[src/rtl/vga_timing_gen_if.sv]
// Scan-out bundle from the VGA timing generator to the drawing blocks.
// The generator drives it through the master modport; consumers use the slave modport.
interface vga_timing_gen_if;
    logic [9:0] DrawX;
    logic [9:0] DrawY;
    logic       blank;
    logic       hs;
    logic       vs;
    logic       frame_start;
    logic [7:0] frame_count;

    modport master (output DrawX, DrawY, blank, hs, vs, frame_start, frame_count);
    modport slave  (input  DrawX, DrawY, blank, hs, vs, frame_start, frame_count);
endinterface

[src/rtl/vga_timing_gen.sv]
// Pixel-rate VGA raster counters with delayed blank/sync, a frame strobe and a frame counter.
// blank/hs/vs trail DrawX/DrawY by PIPE_DELAY clocks to match the drawers' registered colour.
module vga_timing_gen #(
    parameter int H_VISIBLE  = 640,
    parameter int H_FRONT    = 16,
    parameter int H_SYNC     = 96,
    parameter int H_BACK     = 48,
    parameter int V_VISIBLE  = 480,
    parameter int V_FRONT    = 10,
    parameter int V_SYNC     = 2,
    parameter int V_BACK     = 33,
    parameter int PIPE_DELAY = 2
) (
    input  logic             vga_clk,
    input  logic             reset_n,
    vga_timing_gen_if.master vif
);
    localparam int H_TOTAL      = H_VISIBLE + H_FRONT + H_SYNC + H_BACK;
    localparam int V_TOTAL      = V_VISIBLE + V_FRONT + V_SYNC + V_BACK;
    localparam int H_SYNC_START = H_VISIBLE + H_FRONT;
    localparam int H_SYNC_END   = H_SYNC_START + H_SYNC;
    localparam int V_SYNC_START = V_VISIBLE + V_FRONT;
    localparam int V_SYNC_END   = V_SYNC_START + V_SYNC;

    localparam logic [9:0] HC_MAX = 10'(H_TOTAL - 1);
    localparam logic [9:0] VC_MAX = 10'(V_TOTAL - 1);

    // Stage layout is {blank, hs, vs}; idle is blank off with both syncs released high.
    localparam logic [2:0] PIPE_IDLE = 3'b011;

    generate
        if (H_TOTAL > 1024 || V_TOTAL > 1024 || PIPE_DELAY < 1 || PIPE_DELAY > 8) begin : g_bad_cfg
            $error("vga_timing_gen: totals must be <= 1024 and PIPE_DELAY within 1..8");
        end
    endgenerate

    logic [9:0]                  r_hc;
    logic [9:0]                  r_vc;
    logic [PIPE_DELAY-1:0][2:0]  r_pipe;
    logic                        r_frame_start;
    logic [7:0]                  r_frame_count;

    logic       w_h_end;
    logic       w_v_end;
    logic       w_blank_raw;
    logic       w_hs_raw;
    logic       w_vs_raw;
    logic [2:0] w_raw;

    assign w_h_end = (r_hc == HC_MAX);
    assign w_v_end = (r_vc == VC_MAX);

    assign w_blank_raw = (int'(r_hc) < H_VISIBLE) && (int'(r_vc) < V_VISIBLE);
    assign w_hs_raw    = !((int'(r_hc) >= H_SYNC_START) && (int'(r_hc) < H_SYNC_END));
    // vc only moves at the line wrap, so vs is naturally line-granular.
    assign w_vs_raw    = !((int'(r_vc) >= V_SYNC_START) && (int'(r_vc) < V_SYNC_END));
    assign w_raw       = {w_blank_raw, w_hs_raw, w_vs_raw};

    always_ff @(posedge vga_clk or negedge reset_n) begin
        if (!reset_n) begin
            r_hc          <= '0;
            r_vc          <= '0;
            r_pipe        <= {PIPE_DELAY{PIPE_IDLE}};
            r_frame_start <= 1'b0;
            r_frame_count <= '0;
        end else begin
            r_hc <= w_h_end ? '0 : r_hc + 10'd1;
            if (w_h_end) begin
                r_vc <= w_v_end ? '0 : r_vc + 10'd1;
            end
            // Strobe lands with the counters at (0,0) after a real wrap, never after reset.
            r_frame_start <= w_h_end && w_v_end;
            if (w_h_end && w_v_end) begin
                r_frame_count <= r_frame_count + 8'd1;
            end
            r_pipe[0] <= w_raw;
            for (int i = 1; i < PIPE_DELAY; i++) begin
                r_pipe[i] <= r_pipe[i-1];
            end
        end
    end

    assign vif.DrawX       = r_hc;
    assign vif.DrawY       = r_vc;
    assign vif.blank       = r_pipe[PIPE_DELAY-1][2];
    assign vif.hs          = r_pipe[PIPE_DELAY-1][1];
    assign vif.vs          = r_pipe[PIPE_DELAY-1][0];
    assign vif.frame_start = r_frame_start;
    assign vif.frame_count = r_frame_count;
endmodule

[src/flat_wrapper.sv]
// flat-port wrapper written by rule: the top's interface ports become plain ports
module vga_timing_gen_flat 
#(
    parameter int H_VISIBLE  = 640,
    parameter int H_FRONT    = 16,
    parameter int H_SYNC     = 96,
    parameter int H_BACK     = 48,
    parameter int V_VISIBLE  = 480,
    parameter int V_FRONT    = 10,
    parameter int V_SYNC     = 2,
    parameter int V_BACK     = 33,
    parameter int PIPE_DELAY = 2
)
  (vga_clk, reset_n, vif_DrawX, vif_DrawY, vif_blank, vif_hs, vif_vs, vif_frame_start, vif_frame_count);
  vga_timing_gen_if vif_i ();
  input  logic vga_clk;
  input  logic reset_n;
  output wire logic [$bits(vif_i.DrawX)-1:0] vif_DrawX;
  output wire logic [$bits(vif_i.DrawY)-1:0] vif_DrawY;
  output wire logic [$bits(vif_i.blank)-1:0] vif_blank;
  output wire logic [$bits(vif_i.hs)-1:0] vif_hs;
  output wire logic [$bits(vif_i.vs)-1:0] vif_vs;
  output wire logic [$bits(vif_i.frame_start)-1:0] vif_frame_start;
  output wire logic [$bits(vif_i.frame_count)-1:0] vif_frame_count;
  assign vif_DrawX = vif_i.DrawX;
  assign vif_DrawY = vif_i.DrawY;
  assign vif_blank = vif_i.blank;
  assign vif_hs = vif_i.hs;
  assign vif_vs = vif_i.vs;
  assign vif_frame_start = vif_i.frame_start;
  assign vif_frame_count = vif_i.frame_count;
  vga_timing_gen #(.H_VISIBLE(H_VISIBLE), .H_FRONT(H_FRONT), .H_SYNC(H_SYNC), .H_BACK(H_BACK), .V_VISIBLE(V_VISIBLE), .V_FRONT(V_FRONT), .V_SYNC(V_SYNC), .V_BACK(V_BACK), .PIPE_DELAY(PIPE_DELAY)) u_core (.vga_clk(vga_clk), .reset_n(reset_n), .vif(vif_i));
endmodule
[config.mk]
export PLATFORM = sky130hd
export DESIGN_NAME = vga_timing_gen_flat
export DESIGN_NICKNAME = d
export VERILOG_FILES = /design/src/rtl/vga_timing_gen_if.sv /design/src/rtl/vga_timing_gen.sv /design/src/flat_wrapper.sv
export SDC_FILE = /design/constraint.sdc
export NUM_CORES = 1
export LEC_CHECK = 0
export ABC_CLOCK_PERIOD_IN_PS = 3800
export CORE_ASPECT_RATIO = 1.4
export CORE_MARGIN = 2
export CORE_UTILIZATION = 54
export DETAILED_ROUTE_END_ITERATION = 12
export PLACE_DENSITY = 0.95
export SLEW_MARGIN = 20
export SYNTH_ARGS = -nofsm -noshare
export SYNTH_HDL_FRONTEND = slang
export SYNTH_SLANG_ARGS = --single-unit
[constraint.sdc]
create_clock -name vga_clk -period 3.8 [get_ports vga_clk]
set_input_delay 1.14 -clock vga_clk [delete_from_list [all_inputs] [get_ports vga_clk]]
set_output_delay 1.14 -clock vga_clk [all_outputs]
set_load 0.03 [all_outputs]
== Yosys cells after proc, flatten, opt, wreduce, memory -nomap -nowiden ==
Index checks and enable logic that the tools add are counted.

* Flip-flop bits (word level): 35
* Bits of input ports: 2
* Output and inout bits: 32

* $add $sub $neg: 3
* Magnitude comparators: 6
* Equal/unequal tests: 2
* Muxes and demuxes: 2
* Reductions and logical operators: 6

{| class="wikitable"
|+ Operators by type and width
! kind !! number
|-
| $add 10x1->10 const B || 2
|-
| $eq 10x10->1 const B || 2
|-
| $lt 10x10->1 const B || 2
|-
| $lt 10x9->1 const B || 2
|-
| $mux 10 || 2
|-
| $ge 10x10->1 const B || 1
|-
| $ge 10x9->1 const B || 1
|-
| $add 8x1->8 const B || 1
|-
| $logic_and 1x1->1 || 4
|-
| $logic_not 1->1 || 2
|}

== Logic depth before layout (Yosys ltp) ==
Gate-level depths: netlist (run 1).

* Depth after elaboration: 3
* Gate-level depth with buffers: 6
* Mapped depth without buffers: 5

== Least setup slack after synthesis (run 1) ==
OpenSTA, ideal clock, no wires.

* Kind: reg-to-reg
* From: register u_core.r_hc[0], in the netlist u_core.vif.DrawX[0]
* To: register u_core.r_vc[4], in the netlist u_core.vif.DrawY[4]
* Arrival time: 1820 ps
* Required time: 3675 ps
* Path slack: 1855 ps
* Cell stages (with the launch flop): 7
* Period minus slack after synthesis: 1945 ps
* Cell sequence: dfrtp_1 -> ha_1 -> and4_1 -> and4_4 -> buf_6 -> nand4_2 -> mux2_4

* Longest elaborated chain between the ends: 1

{| class="wikitable"
|+ RTL lines
! element !! RTL line !! source
|-
| from (decl) || vga_timing_gen.sv:37 || <nowiki>logic [9:0] r_hc;</nowiki>
|-
| from (signal assigned) || vga_timing_gen.sv:67 || <nowiki>r_hc <= w_h_end ? '0 : r_hc + 10'd1;</nowiki>
|-
| $eq 10x10->1 || vga_timing_gen.sv:50 || <nowiki>assign w_h_end = (r_hc == HC_MAX);</nowiki>
|-
| to (signal assigned) || vga_timing_gen.sv:69 || <nowiki>r_vc <= w_v_end ? '0 : r_vc + 10'd1;</nowiki>
|-
| to (decl) || vga_timing_gen.sv:38 || <nowiki>logic [9:0] r_vc;</nowiki>
|}

Every way passes these cells.
A chain may end at the register's enable or synchronous reset.

== Final worst setup path (run 1) ==
* From: register u_core.r_hc[5], in the netlist u_core.vif.DrawX[5]
* To: output port vif_DrawX[5]

{| class="wikitable"
|+ RTL lines
! element !! RTL line !! source
|-
| to (decl) || flat_wrapper.sv:18 || <nowiki>output wire logic [$bits(vif_i.DrawX)-1:0] vif_DrawX;</nowiki>
|}

No word-level cell between the ends.

==> summary.md, run 1 <==
| Metric | Value |
|---|---|
| Hold Buf Count CTS | 0 |
| Xor/xnor cell area share of the yosys netlist | 9.83% |
| Data required, critical path | 2660 ps |
| Status | completed |
| Slowest stage delay, CP | 720 ps |
| DRC viols | 0 |
| Proportion of layout cells with a drive suffix above 1 | 9.39% |
| Grt peak-use layer | met2 |
| Hold path depth | 0 |
| Layout Nets | 187 |
| Clock share of power | 40.0% |
| DRT Wirelength | 3110 um |
| Buffers added on ports | 33 |
| Initial detailed-routing violation count | 30 |
| Mean number of vias per cell | 5.54 |
| Top-area cell type share of the netlist area | 48.4% |
| Root Buffer | clkbuf_8 |
| Top cells by count, synth | 31 x dfrtp_1, 14 x xnor2_1, 12 x nand3_1, 11 x nor2_1, 9 x and3_1 |
| DR pass1 iterations | 4 |
| TritonCTS clock tree | yes |
| Met1 Track Usage GR | 23.8% |
| Die Footprint | 3430 um^2 |
| Leakage | 0.000903 uW |
| Register area share after synthesis | 54.9% |
| Fmax | 0.381 GHz |
| CP Launch Type | flip-flop |
| Synth Area in Adders | 3.90% |
| Post-route ant nets | 0 |
| Top delay family on crit path | buffers and inverters |
| Row count | 23 |
| Clk buf depth | 2 |
| Mapped Area | 1600 um^2 |
| Starting Density | 56.3% |
| Worst-Skew Late Latency | 290 ps |
| Largest cells by area after synthesis | dfrtp_1 48%, xnor2_1 7.6%, dfstp_2 6.6% |
| Fin crit period | 2620 ps |
| Syn-to-layout area delta | 27.7% |
| Final Max Slew Viols | 0 |
| Hold Fails Final Rpt | 0 |
| Crit-path cells | clkdlybuf4s50_1 |
| Initial antenna violation count | 0 |
| Syn. warnings | 0 |
| Post-synthesis simple-gate area fraction | 21.6% |
| Total power | 634 uW |
| Pin count of the biggest net entering global routing | 36 |
| Pint | 503 uW |
| Sequential Power Share | 58.8% |
| Combinational share of power | 1.3% |
| Mux share of post-synthesis cell area | 3.04% |
| Inserted Clock Buffers | 5 |
| Total GRT Usage | 21.7% |
| PostCTS Resize Cnt | 0 |
| EDFF count, synth | 0 |
| Setup crit end kind | output port |
| Setup TNS | 0 ps |
| First-pass GRT wire length | 5560 um |
| I/O pins | 34 |
| Syn_area_per_cell | 11.3 um^2 |
| H-tree depth | 2 |
| CP Max Fanout | 8 |
| Filler cells | 214 |
| Grt ovf | 0 |
| Met2 global-route usage | 39.3% |
| Total number of vias | 1208 |
| Main synth FF type | dfrtp_1 |
| Worst path depth | 1 |
| Die X-Extent | 50.1 um |
| Peak supply drop | 0.000294 V |
| Die Ht | 68.5 um |
| R2R cell count | 5 |
| Most frequent cell after synthesis | dfrtp_1 |
| Cells after Synth | 142 |
| DP HPWL | 2200 um |
| NetSw | 132 uW |
| Crit-path slowest cell | clkdlybuf4s50_1 |
| Min-delay worst type | reg -> reg |
| RSZ-0062 raised after global routing | false |
| Max-cap viol count | 0 |
| Gpl congestion | 0.902 |
| # diodes | 0 |
| Grt met3 use | 4.37% |
| Vias in the first global route | 1290 |
| Fraction of the mapped netlist area in compound gates | 3.74% |
| # setup viols final | 0 |
| Main combinational cell family by area after synthesis | simple AND/OR/NAND/NOR gates |
| Post-CTS Setup Inserts | 0 |
| Worst-Margin Slew | 416 ps |
| Syn nets | 149 |
| Average wire per standard cell | 14.3 um |
| Final Cycle Share | 69.1% |
| #FFs+latches synth | 35 |
| Core area | 2850 um^2 |
| Crit path buf inv count | 1 |
| Pwr dens | 310 nW/um^2 |
| Critical path class | reg -> out |
| Ys async rst share | 100% |
| Sink Count | 35 |
| Count of cell types in the netlist | 32 |
| Synth area leader | dfrtp_1 |
| Setup Skew | 6.89 ps |
| Switching share of power | 20.8% |
| Relative slew slack | 72.3% |
| Reg clk slew, reported paths | 70 ps |
| Worst Path Arrival | 1480 ps |
[power groups by stage]
stage / combinational, uW / clock [uW] / sequential, uW
after global placement: 8.69 / 0 / 380
after CTS: 8.91 / 260 / 373
after global routing: 10.2 / 274 / 372
after detailed placement: 8.89 / 0 / 380
after floorplan: 0.000304 / 0 / 380
final: 8.20 / 253 / 373
[kinds of logic after synthesis]
| logic type | count (synthesis) |
|---|---|
| simple gates | 60 |
| flops | 35 |
| xor+xnor | 18 |
| compound gates | 10 |
| buf+inv | 10 |
| fa+ha+maj | 5 |
| mux | 4 |
[sequential cells by signal, indices dropped and copies added, names as in the netlist]
name,flops
u_core.vif.frame_count,8
u_core.vif.hs,1
u_core.vif.blank,1
u_core.vif.DrawX,10
u_core.r_pipe,3
u_core.vif.DrawY,10
u_core.vif.frame_start,1
u_core.vif.vs,1
[cell usage in the layout (no fill, tap or decap), types with 2 or more instances in the layout]
cell type / count
clkdlybuf4s50_1: 33
dfrtp_1: 31
xnor2_1: 14
nand3_1: 12
nor2_1: 11
and3_1: 9
nand4_1: 8
inv_1: 7
nand2_1: 5
ha_1: 5
clkbuf_8: 5
a21oi_1: 4
xor2_1: 4
dfstp_2: 4
o21ai_0: 3
and2_1: 3
nor3_1: 2
a22o_1: 2
mux2_1: 2
clkbuf_1: 2
[per-layer routing]
| layer | vias to the layer above | wire length (um) |
|---|---|---|
| li1 | 570 | - |
| met5 | - | 0 |
| met4 | 0 | 67 |
| met3 | 7 | 137 |
| met2 | 32 | 1650 |
| met1 | 599 | 1250 |
[final cells by class]
type | count | area (um^2) | share of cell area (%)
Clock buffer | 7 | 76.3 | 3.73
Sequential cell | 35 | 881 | 43.0
Tap cell | 37 | 46.3 | 2.26
Timing Repair Buffer | 34 | 338 | 16.5
Clock inverter | 1 | 5.00 | 0.244
Multi-Input combinational cell | 97 | 676 | 33.0
Inverter | 7 | 26.3 | 1.28
[worst paths after layout]
check | startpoint | endpoint | slack (ps)
worst max-delay path | u_core.vif.DrawX[5] | vif_DrawX[5] | 1180
worst min-delay path | u_core.r_pipe[0] | u_core.vif.vs | 360
worst max register to register | u_core.vif.DrawX[0] | u_core.vif.frame_count[1] | 1770
worst min register to register | u_core.r_pipe[0] | u_core.vif.vs | 360
max in group asynchronous | reset_n | u_core.vif.hs | 2200
min in group asynchronous | reset_n | u_core.vif.blank | 1260
[per-stage QoR]
step	util (%)	cell area (um^2)	hold WS, ps	std cells	setup slack [ps]
floorplan	-	1600	331	142	1860
global placement	69.0	1970	337	210	1510
detailed placement	69.0	1970	349	210	1480
CTS	71.9	2050	358	218	1170
global route	71.9	2050	364	218	1100
finish	71.9	2050	357	218	1180
(Power assumes the default switching activity.)
==> inputs of run 2 (changes only) <==
--- a/config.mk
+++ b/config.mk
@@ -5,12 +5,12 @@
 export SDC_FILE = /design/constraint.sdc
 export NUM_CORES = 1
 export LEC_CHECK = 0
-export ABC_CLOCK_PERIOD_IN_PS = 3800
+export ABC_CLOCK_PERIOD_IN_PS = 2600
 export CORE_ASPECT_RATIO = 1.4
 export CORE_MARGIN = 2
-export CORE_UTILIZATION = 54
+export CORE_UTILIZATION = 50
 export DETAILED_ROUTE_END_ITERATION = 12
-export PLACE_DENSITY = 0.95
+export PLACE_DENSITY = 0.9
 export SLEW_MARGIN = 20
 export SYNTH_ARGS = -nofsm -noshare
 export SYNTH_HDL_FRONTEND = slang
==> constraint.sdc (replaced) <==
create_clock -name vga_clk -period 2.6 [get_ports vga_clk]
set_input_delay 0.78 -clock vga_clk [delete_from_list [all_inputs] [get_ports vga_clk]]
set_output_delay 0.78 -clock vga_clk [all_outputs]
set_load 0.03 [all_outputs]
==> run 2 against run 1 <==
Net effect: non-clock buffer count unchanged; global-route usage decreased by 1.1 points; die area increased by 7.4%; combinational power increased by 50%; worst hold slack got worse by 7.5 ps; total power increased by 45%; worst setup slack got worse by 840 ps; count of clock-buffer cells in the layout unchanged; highest routed layer unchanged.
==> summary.md, run 2 (synthesis results as in run 1) <==
| Metric | Value |
|---|---|
| Post-Place Cells | 212 (was 210) |
| Peak supply drop | 0.000412 V (was 0.000294 V) |
| Slowest stage delay, CP | 730 ps (was 720 ps) |
| Worst Path Arrival | 1490 ps (was 1480 ps) |
| Crit path buf inv count | 1 (unchanged) |
| Data required, critical path | 1820 ps (was 2660 ps) |
| Die Footprint | 3680 um^2 (was 3430 um^2) |
| Relative slew slack | 71.6% (was 72.3%) |
| Final Max Slew Viols | 0 (unchanged) |
| DR pass1 iterations | 4 (unchanged) |
| Setup Skew | 4.47 ps (was 6.89 ps) |
| Row count | 24 (was 23) |
| Post-route ant nets | 0 (unchanged) |
| Worst-Skew Late Latency | 280 ps (was 290 ps) |
| Hold Buf Count CTS | 0 (unchanged) |
| Fmax | 0.441 GHz |
| CP Max Fanout | 7 (was 8) |
| # diodes | 0 (unchanged) |
| Initial antenna violation count | 0 (unchanged) |
| DRC viols | 0 (unchanged) |
| Buffers added on ports | 33 (unchanged) |
| Grt ovf | 0 (unchanged) |
| Worst-Margin Slew | 426 ps (was 416 ps) |
| Filler cells | 233 (was 214) |
| DR top layer | met4 (unchanged) |
| Total GRT Usage | 20.6% (was 21.7%) |
| Reg clk slew, reported paths | 70 ps (about the same) |
| Core area | 3090 um^2 (was 2850 um^2) |
| PostCTS Resize Cnt | 0 (unchanged) |
| Sink Count | 35 (unchanged) |
| Inserted Clock Buffers | 5 (unchanged) |
| Die Ht | 71.0 um (was 68.5 um) |
| Routed wl met3 | 127 um (was 137 um) |
| Final core utilization | 66.3% (was 71.9%) |
| Critical path class | reg -> out (unchanged) |
| Setup TNS | 0 ps (unchanged) |
| DP HPWL | 2250 um (was 2200 um) |
| Pin count of the biggest net entering global routing | 36 (unchanged) |
| Syn-to-layout area delta | 27.8% (was 27.7%) |
| # setup viols final | 0 (unchanged) |
| TritonCTS clock tree | yes (unchanged) |
| Crit-path slowest cell | clkdlybuf4s50_1 (unchanged) |
| Vias in the first global route | 1253 (was 1290) |
| Hold Fails Final Rpt | 0 (unchanged) |
| CP Launch Type | flip-flop (unchanged) |
| H-tree depth | 2 (unchanged) |
| First-pass GRT wire length | 5660 um (was 5560 um) |
| RSZ-0062 raised after global routing | false (unchanged) |
| Total power | 920 uW (was 634 uW) |
| Total number of vias | 1193 (was 1208) |
| Mean number of vias per cell | 5.42 (was 5.54) |
| Min-delay worst type | reg -> reg (unchanged) |
| Average wire per standard cell | 14.5 um (was 14.3 um) |
| Pwr dens | 448 nW/um^2 (was 310 nW/um^2) |
| Cell Count, Final, Fillers Out | 220 (was 218) |
| Crit-path cells | clkdlybuf4s50_1 (unchanged) |
| WL met2 | 1680 um (was 1650 um) |
| Leakage | 0.000903 uW (unchanged) |
| DRT Wirelength | 3200 um (was 3110 um) |
| Die X-Extent | 51.9 um (was 50.1 um) |
| Fin crit period | 2270 ps |
| Post-CTS Setup Inserts | 0 (unchanged) |
| Starting Density | 51.9% (was 56.3%) |
| Max-cap viol count | 0 (unchanged) |
| Root Buffer | clkbuf_8 (unchanged) |
| Gpl congestion | 0.886 (was 0.902) |
| Wl on met1 | 1330 um (was 1250 um) |
| Clk buf depth | 2 (unchanged) |
| Setup crit end kind | output port (unchanged) |
| I/O pins | 34 (unchanged) |
| Commonest cells after routing, fill and taps aside | 33 x clkdlybuf4s50_1, 31 x dfrtp_1, 14 x xnor2_1 (unchanged) |
| Layout Nets | 187 (unchanged) |
| Status | completed (unchanged) |
| Proportion of layout cells with a drive suffix above 1 | 9.39% (unchanged) |
| Initial detailed-routing violation count | 34 (was 30) |
| Final Cycle Share | 87.2% |
| Commonest non-fill, non-tap cell in the layout | clkdlybuf4s50_1 (unchanged) |
| Hold_ws | 350 ps (was 357 ps) |
| Top delay family on crit path | buffers and inverters (unchanged) |
-- run 2: final timing paths --
kind                                     start                         to  slack, ps  depth (start not counted)
setup / recovery           u_core.vif.DrawX[9]               vif_DrawX[9]        330                          1
hold / removal                u_core.r_pipe[2]           u_core.vif.blank        350                          0
setup reg to reg           u_core.vif.DrawX[0]  u_core.vif.frame_count[1]        590                          5
hold reg to reg               u_core.r_pipe[2]           u_core.vif.blank        350                          0
max in group asynchronous              reset_n              u_core.vif.hs       1360                          2
min in group asynchronous              reset_n        u_core.vif.DrawY[7]        910                          2
-- run 2: area by class of cell --
class / count / area, um^2 / share of cell area (%)
inverters: 7 / 26.3 / 1.28
clock inverters: 1 / 5.00 / 0.244
well taps: 39 / 48.8 / 2.38
repair buffers: 34 / 338 / 16.5
multi-input cells: 97 / 676 / 32.9
clock buffers: 7 / 76.3 / 3.72
flip-flops and latches: 35 / 881 / 43.0
-- run 2: worst register-to-register path, delay by kind of cell, from the launching register on --
family / cells / cell delay (ps)
AND/OR/NAND/NOR: 3 / 890
flip-flops: 1 / 430
multiplexers: 1 / 330
adder cells (fa/ha/maj): 1 / 240
-- run 2: report_power, final --
group / internal [uW] / switching, uW / total [uW] / leakage, uW
combinational: 2.29 / 9.96 / 12.3 / 0.000410
clock: 188 / 175 / 362 / 0.0000422
sequential: 545 / 0 / 545 / 0.000450
total: 735 / 185 / 920 / 0.000903
-- run 2: metal layers --
metal  GRT usage, %  vias up
li1               -      571
met1           25.0      576
met2           32.9       38
met3           5.06        8
met4           11.1        0
met5              0        -
-- run 2: through the flow --
step	area [um^2]	setup WS [ps]
global placement	1970	656
global route	2050	273
CTS	2050	317
detailed placement	1970	593
floorplan	1600	655
finish	2050	332
